`config.mk`:
```
export PLATFORM = sky130hd
export DESIGN_NAME = dds_phase_accum_flat
export DESIGN_NICKNAME = d
export VERILOG_FILES = /design/src/rtl/dds_phase_accum_if.sv /design/src/rtl/dds_phase_accum.sv /design/src/flat_wrapper.sv
export SDC_FILE = /design/constraint.sdc
export NUM_CORES = 1
export LEC_CHECK = 0
export BUFFER_PORTS_ARGS = -buffer_cell sky130_fd_sc_hd__buf_2
export CORE_MARGIN = 2
export CORE_UTILIZATION = 60
export DETAILED_ROUTE_END_ITERATION = 10
export PLACE_DENSITY = 0.79
export REMOVE_ABC_BUFFERS = 1
export SLEW_MARGIN = 20
export SYNTH_ARGS = -nofsm -noshare
export SYNTH_HDL_FRONTEND = slang
export SYNTH_SLANG_ARGS = --single-unit
```
`constraint.sdc`:
```
create_clock -name clk -period 4.21 [get_ports clk]
set_clock_uncertainty 0.1 [all_clocks]
set_input_delay 0.2105 -clock clk [delete_from_list [all_inputs] [get_ports clk]]
set_output_delay 0.2105 -clock clk [all_outputs]
set_load 0.005 [all_outputs]
```
`src/rtl/dds_phase_accum_if.sv`:
```
// Control-word handshake bus for the DDS phase accumulator.
// The master presents PhaseInc/FreqMod/PhaseMod with cfg_valid; the slave answers with cfg_ready.
interface dds_phase_accum_if #(
    parameter int ACC_W = 32,
    parameter int OUT_W = 16
);
    logic             cfg_valid;
    logic             cfg_ready;
    logic [ACC_W-1:0] PhaseInc;
    logic [ACC_W-1:0] FreqMod;
    logic [OUT_W-1:0] PhaseMod;

    modport master (
        output cfg_valid,
        output PhaseInc,
        output FreqMod,
        output PhaseMod,
        input  cfg_ready
    );

    modport slave (
        input  cfg_valid,
        input  PhaseInc,
        input  FreqMod,
        input  PhaseMod,
        output cfg_ready
    );
endinterface

```
`src/rtl/dds_phase_accum.sv`:
```
// DDS phase accumulator with shadowed frequency/phase control words.
// New words are applied on the first enabled sample or at accumulator wrap.
module dds_phase_accum #(
    parameter int ACC_W       = 32,
    parameter int OUT_W       = 16,
    parameter int WRAP_UPDATE = 1
) (
    input  logic             clk,
    input  logic             reset_n,
    input  logic             clken,
    input  logic             sync_clr,
    dds_phase_accum_if.slave cfg,
    output logic [OUT_W-1:0] phase_out,
    output logic             phase_valid,
    output logic             wrap_pulse
);

    typedef enum logic [1:0] {
        IDLE = 2'd0,
        RUN  = 2'd1,
        PEND = 2'd2
    } state_t;

    state_t           r_state;
    state_t           w_state_nxt;
    logic             r_from_idle;

    logic [ACC_W-1:0] r_acc;
    logic [ACC_W-1:0] r_sh_inc;
    logic [ACC_W-1:0] r_inc;
    logic [OUT_W-1:0] r_sh_pm;
    logic [OUT_W-1:0] r_pm;

    logic [ACC_W:0]   w_sum;
    logic             w_carry;
    logic             w_capture;
    logic             w_advance;
    logic             w_apply;

    assign w_sum     = {1'b0, r_acc} + {1'b0, r_inc};
    assign w_carry   = w_sum[ACC_W];
    assign w_capture = cfg.cfg_valid && cfg.cfg_ready;

    always_ff @(posedge clk or negedge reset_n) begin
        if (!reset_n) begin
            r_state     <= IDLE;
            r_from_idle <= 1'b0;
        end else begin
            r_state <= w_state_nxt;
            if (w_capture) begin
                r_from_idle <= (r_state == IDLE);
            end
        end
    end

    always_comb begin
        w_state_nxt = r_state;
        case (r_state)
            IDLE,
            RUN:     if (w_capture) w_state_nxt = PEND;
            PEND:    if (w_apply)   w_state_nxt = RUN;
            default: w_state_nxt = IDLE;
        endcase
    end

    // A set pending from IDLE has no running accumulator to wait on, so it
    // applies on the first enabled edge without advancing the phase.
    always_comb begin
        cfg.cfg_ready = 1'b0;
        w_advance     = 1'b0;
        w_apply       = 1'b0;
        case (r_state)
            IDLE: cfg.cfg_ready = 1'b1;
            RUN: begin
                cfg.cfg_ready = 1'b1;
                w_advance     = clken;
            end
            PEND: begin
                if (r_from_idle) begin
                    w_apply = clken;
                end else begin
                    w_advance = clken;
                    w_apply   = clken && ((WRAP_UPDATE != 0) ? w_carry : 1'b1);
                end
            end
            default: cfg.cfg_ready = 1'b0;
        endcase
    end

    always_ff @(posedge clk or negedge reset_n) begin
        if (!reset_n) begin
            r_acc       <= '0;
            r_sh_inc    <= '0;
            r_inc       <= '0;
            r_sh_pm     <= '0;
            r_pm        <= '0;
            phase_out   <= '0;
            phase_valid <= 1'b0;
            wrap_pulse  <= 1'b0;
        end else begin
            if (w_capture) begin
                r_sh_inc <= cfg.PhaseInc + cfg.FreqMod;
                r_sh_pm  <= cfg.PhaseMod;
            end
            if (w_apply) begin
                r_inc <= r_sh_inc;
                r_pm  <= r_sh_pm;
            end
            if (sync_clr) begin
                r_acc <= '0;
            end else if (w_advance) begin
                r_acc <= w_sum[ACC_W-1:0];
            end
            if (w_advance) begin
                phase_out <= r_acc[ACC_W-1 -: OUT_W] + r_pm;
            end
            phase_valid <= w_advance;
            wrap_pulse  <= w_advance && w_carry && !sync_clr;
        end
    end

endmodule

```
`src/flat_wrapper.sv`:
```
// flat-port wrapper written by rule: the top's interface ports become plain ports
module dds_phase_accum_flat 
#(
    parameter int ACC_W       = 32,
    parameter int OUT_W       = 16,
    parameter int WRAP_UPDATE = 1
)
  (clk, reset_n, clken, sync_clr, phase_out, phase_valid, wrap_pulse, cfg_cfg_valid, cfg_PhaseInc, cfg_FreqMod, cfg_PhaseMod, cfg_cfg_ready);
  dds_phase_accum_if #(.ACC_W(ACC_W), .OUT_W(OUT_W)) cfg_i ();
  input  logic clk;
  input  logic reset_n;
  input  logic clken;
  input  logic sync_clr;
  output logic [OUT_W-1:0] phase_out;
  output logic phase_valid;
  output logic wrap_pulse;
  input wire logic [$bits(cfg_i.cfg_valid)-1:0] cfg_cfg_valid;
  input wire logic [$bits(cfg_i.PhaseInc)-1:0] cfg_PhaseInc;
  input wire logic [$bits(cfg_i.FreqMod)-1:0] cfg_FreqMod;
  input wire logic [$bits(cfg_i.PhaseMod)-1:0] cfg_PhaseMod;
  output wire logic [$bits(cfg_i.cfg_ready)-1:0] cfg_cfg_ready;
  assign cfg_i.cfg_valid = cfg_cfg_valid;
  assign cfg_i.PhaseInc = cfg_PhaseInc;
  assign cfg_i.FreqMod = cfg_FreqMod;
  assign cfg_i.PhaseMod = cfg_PhaseMod;
  assign cfg_cfg_ready = cfg_i.cfg_ready;
  dds_phase_accum #(.ACC_W(ACC_W), .OUT_W(OUT_W), .WRAP_UPDATE(WRAP_UPDATE)) u_core (.clk(clk), .reset_n(reset_n), .clken(clken), .sync_clr(sync_clr), .cfg(cfg_i), .phase_out(phase_out), .phase_valid(phase_valid), .wrap_pulse(wrap_pulse));
endmodule
```
# Yosys cells after proc, flatten, opt, wreduce, memory -nomap -nowiden

Index checks and enable logic that the tools add are counted.
Widths: inputs -> output; s select.

Add/subtract/negate cells: 3
Multipliers: 0
Divide/modulo/power cells: 0
$lt $le $gt $ge: 0
Eq/ne operators: 4
Shift-type cells: 0
Multiplexer cells: 10
Bitwise gates (word level): 0
Reductions and logical operators: 9

Operators with widths:

| operator           | count |
|---|---|
| $mux 32            | 2 |
| $add 32x32->33     | 1 |
| $add 32x32->32     | 1 |
| $add 16x16->16     | 1 |
| $logic_and 1x1->1  | 4 |
| $mux 1             | 4 |
| $mux 2             | 2 |
| $ne 2x1->1 const B | 2 |
| $pmux 2 s2         | 1 |
| $eq 2x1->1 const B | 1 |
| $eq 2x2->1 const B | 1 |
| $logic_not 2->1    | 1 |
| $pmux 1 s2         | 1 |
| $reduce_and 2->1   | 1 |
| $reduce_bool 2->1  | 1 |
| $reduce_or 2->1    | 1 |
| $logic_not 1->1    | 1 |

Register bits: 149
Latch bits: 0
Memory bits (writable): 0
Bits in read-only memories: 0
Word-level logic and storage cells: 36
Memories: 0

# Depth between registers and ports, before layout

Word-level depth: 6
Mapped depth: 11
Gate-level depth less buffers: 11

# Least setup slack after synthesis

No wires, ideal clock.

Path type: register -> register
Start: reg u_core.r_inc[0]
End: reg u_core.r_inc[26]
Setup time: 0.125 ns
Data arrival time: 2.711 ns
Data required time: 3.985 ns
Setup slack: 1.274 ns
Stages on the path, launching flop included: 12
Cell sequence: dfrtp_1 > ha_1 > fa_1 > a211oi_1 > o211ai_2 > a31oi_2 > or4b_4 > nand4_2 > nand4_2 > buf_6 > buf_6 > mux2_4

Cells in the longest elaborated chain, start to end: 4

Ends and longest elaborated chain:

| what                   | line                   | source |
|---|---|---|
| from (decl)            | dds_phase_accum.sv:30  | `logic [ACC_W-1:0] r_inc;` |
| from (signal assigned) | dds_phase_accum.sv:106 | `r_inc <= r_sh_inc;` |
| $add 32x32->33         | dds_phase_accum.sv:40  | `assign w_sum = {1'b0, r_acc} + {1'b0, r_inc};` |
| $logic_and 1x1->1      | dds_phase_accum.sv:83  | `w_apply = clken && ((WRAP_UPDATE != 0) ? w_carry : 1'b1);` |
| $mux 1                 | dds_phase_accum.sv:79  | `if (r_from_idle) begin` |
| $mux 1                 | dds_phase_accum.sv:72  | `case (r_state)` |

Every way passes these cells.
A chain may end at the register's enable or synchronous reset.

# Final worst setup path

Start: reg u_core.r_inc[0]
End: reg u_core.r_inc[0]

Same word-level chain as after synthesis.

==> results.md <==
* Status: finished clean
* Clk root buf: clkbuf_16
* WS Path Type: register to register
* Unrepaired setup endpoints after global routing: no
* CTS buffer count at 17
* Synth Warn # at 0
* Ys async rst share at 100%
* Synthesized area at 9670 um^2
* # rows at 46
* Via density at 5.77
* Cell count along the critical path at 10
* Slew of the pin with the lowest slew margin at 1.04 ns
* DR iter-0 viols at 442
* Slowest stage cell, crit path: fa_1
* WHS at 0.0245 ns
* Top_reg_cell synth: dfrtp_1
* Switching share of total power at 35.7%
* Via count at 8017
* # setup viols final at 0
* # fillers at 1233
* EDFF count, synth at 0
* CP Buf/Inv Count at 1
* Seq pwr share at 38.3%
* Commonest non-fill, non-tap cell in the layout: nand2_1
* Fmax at 300 MHz
* Worst endpoint required time at 4.42 ns
* Share of cells above drive strength 1 at 17.5%
* First-pass GRT wire length at 35300 um
* Seq/Total Area, Yosys at 38.6%
* Tcrit/Tclk final at 79.3%
* WL/cell at 15.2 um
* GRT Total Usage at 25.8%
* Data arrival, critical path at 3.55 ns
* Post-Place Cells at 1342
* IO Count at 104
* Htree depth at 4
* FF/Latch Area at 3730 um^2
* Count of buffers from port buffering at 103
* Peak VDD IR at 0.000257 V
* Pwr Total at 6060 uW
* Unique masters post-synth at 60
* Vert. Die Dim at 131 um
* Syn Inst Count at 1056
* Internal at 3900 uW
* R2R cell count at 10
* Initial Util at 61.1%
* Die area at 17100 um^2
* Clock slew at reported path FFs at 0.06 ns
* Vias in the first global route at 7489
* Worst min-delay path category: input port to register
* Hold depth at 4
* Finished Layout Cells at 1390
* Comb power frac at 37.2%
* DRC viols at 0
* Psw at 2170 uW
* Pre-CTS setup slack at 0.888 ns
* Largest net degree at the start of global routing at 87
* Slowest cell delay on critical path at 0.43 ns
* Multi-input logic area at 5650 um^2
* CP max FO at 13
* Final Critical Period at 3.34 ns
* Final Instance Area at 11100 um^2
* Clock share of power at 24.4%
* Slew HR at 30.5%
* Register bit total from synthesis at 149
* TritonCTS Sinks at 149
* Startpoint Class: register
* Number of antenna violations at the first check in global routing at 0
* Max Cap Violations at 0
* Final setup margin at 0.872 ns
* Final nets at 1333
* Final wirelength at 21100 um
* Die X-Extent at 131 um
* Fin. Hold Viols at 0
* Clock Tree Buf Depth at 2
* CTS tree: yes
* DRT Pass-1 Iters at 5
* Critical path's top delay family: compound AO/OA/AOI/OAI gates
* Setup crit end kind: register
* Slew Viols, Final at 0
* Diode count at 0
* Total global routing overflow at 0
* Ranking of synthesized cells by area: dfrtp_1 39%, ha_1 11%, nand2_1 7.3%
* Commonest cells after routing, fill and taps aside: 187 x nand2_1, 149 x dfrtp_1, 102 x buf_2
* Instance area at placement at 10400 um^2
* Worst-Skew Late Latency at 0.42 ns
* Avg Cell Area, Syn at 9.15 um^2
* Area share of the largest cell type after synthesis at 38.6%
* Area added between synthesis and finish at 15.1%
* GPL Wtd Cong at 0.916
* P_leak at 0.00544 uW
* Crit path cell chain: ha_1 > fa_1 > a211oi_1 > o211ai_2 > a31oi_2 > or4b_4 > nand4_2 > nand4_4 > buf_4 > mux2_2
* Dpl hpwl at 15100 um
* PwrDens at 545 nW/um^2
* Post-route ant nets at 0
* Cell type with the largest total area after synthesis: dfrtp_1
* Core footprint at 15800 um^2
[final cells by class]
type,count,area share [%]
clock buffer,21,4.32
clock inverter,9,0.922
sequential,149,33.5
timing repair buffer,129,6.96
tap,216,2.43
inverter,32,1.08
multi-input combinational,834,50.8
[what timing repair did]
item,CTS,global route
gates resized for setup,0,0
hold endpoints to repair,101,0
setup endpoints to repair,0,0
buffers inserted,0,0
hold buffers,18,0
[power by group through the flow]
stage          Sequential, uW  Combinational, uW  Clock [uW]
5_1_grt                  2390               2560        1560
2_1_floorplan            2210               1680           0
3_3_place_gp             2320               2150           0
4_1_cts                  2320               2260        1500
3_5_place_dp             2330               2220           0
6_report                 2320               2260        1480
[per-stage QoR]
step	TNS, ns	util, %
final	0	70.3
after global routing	0	70.3
after CTS	0	70.3
after detailed placement	0	65.5
after global placement	0	65.5
after floorplan	-17.99	-
[sequential cells by signal, indices dropped and copies added, names as in the netlist]
register / flops
u_core.phase_out: 16
u_core.phase_valid: 1
u_core.r_acc: 32
u_core.r_from_idle: 1
u_core.r_inc: 32
u_core.r_pm: 16
u_core.r_sh_inc: 32
u_core.r_sh_pm: 16
u_core.r_state: 2
u_core.wrap_pulse: 1
[metal layers]
metal,vias up,wire (um),GRT usage (%)
li1,4009,-,-
met5,-,0,0
met2,236,9670,41.9
met3,31,932,3.71
met1,3741,10000,35.6
met4,0,421,9.26
[worst reg2reg max path: cells and delay by family, from the launching register on]
family / cells / cell delay [ns]
AO/OA/AOI/OAI: 3 / 0.81
adder cells (fa/ha/maj): 2 / 0.67
AND/OR/NAND/NOR: 3 / 0.59
flip-flops: 1 / 0.38
multiplexers: 1 / 0.37
buffers and inverters: 1 / 0.31
[path summary, 6_finish.rpt]
kind / start / to / slack [ns]
min: cfg_PhaseInc[0] / u_core.r_sh_inc[0]$_DFFE_PN0P_ / 0.02
max in group asynchronous: reset_n / u_core.r_sh_inc[23]$_DFFE_PN0P_ / 2.76
min reg2reg: u_core.phase_out[11]$_DFFE_PN0P_ / u_core.phase_out[11]$_DFFE_PN0P_ / 0.37
max reg2reg: u_core.r_inc[0]$_DFFE_PN0P_ / u_core.r_inc[0]$_DFFE_PN0P_ / 0.87
max: u_core.r_inc[0]$_DFFE_PN0P_ / u_core.r_inc[0]$_DFFE_PN0P_ / 0.87
min in group asynchronous: reset_n / u_core.r_sh_pm[1]$_DFFE_PN0P_ / 0.31
[cells by family after synthesis]
family | Yosys count | synth area share (%)
buffers and inverters | 73 | 3.09
multiplexers | 49 | 6.48
XOR/XNOR | 59 | 5.35
flip-flops | 149 | 38.6
adder cells (fa/ha/maj) | 85 | 11.2
AO/OA/AOI/OAI | 305 | 19.7
AND/OR/NAND/NOR | 336 | 15.6
[cells in the mapped netlist (15+ instances only)]
library cell	count
a21o_1	29
mux2_4	20
nand3_1	25
a21oi_1	93
nand2_1	188
inv_1	32
xnor2_1	35
mux2_2	29
dfrtp_1	149
clkbuf_1	31
o21ai_0	78
xor2_1	24
nor2_1	50
ha_1	82
a211oi_1	15
No activity file was read; power rests on OpenSTA's default activity.
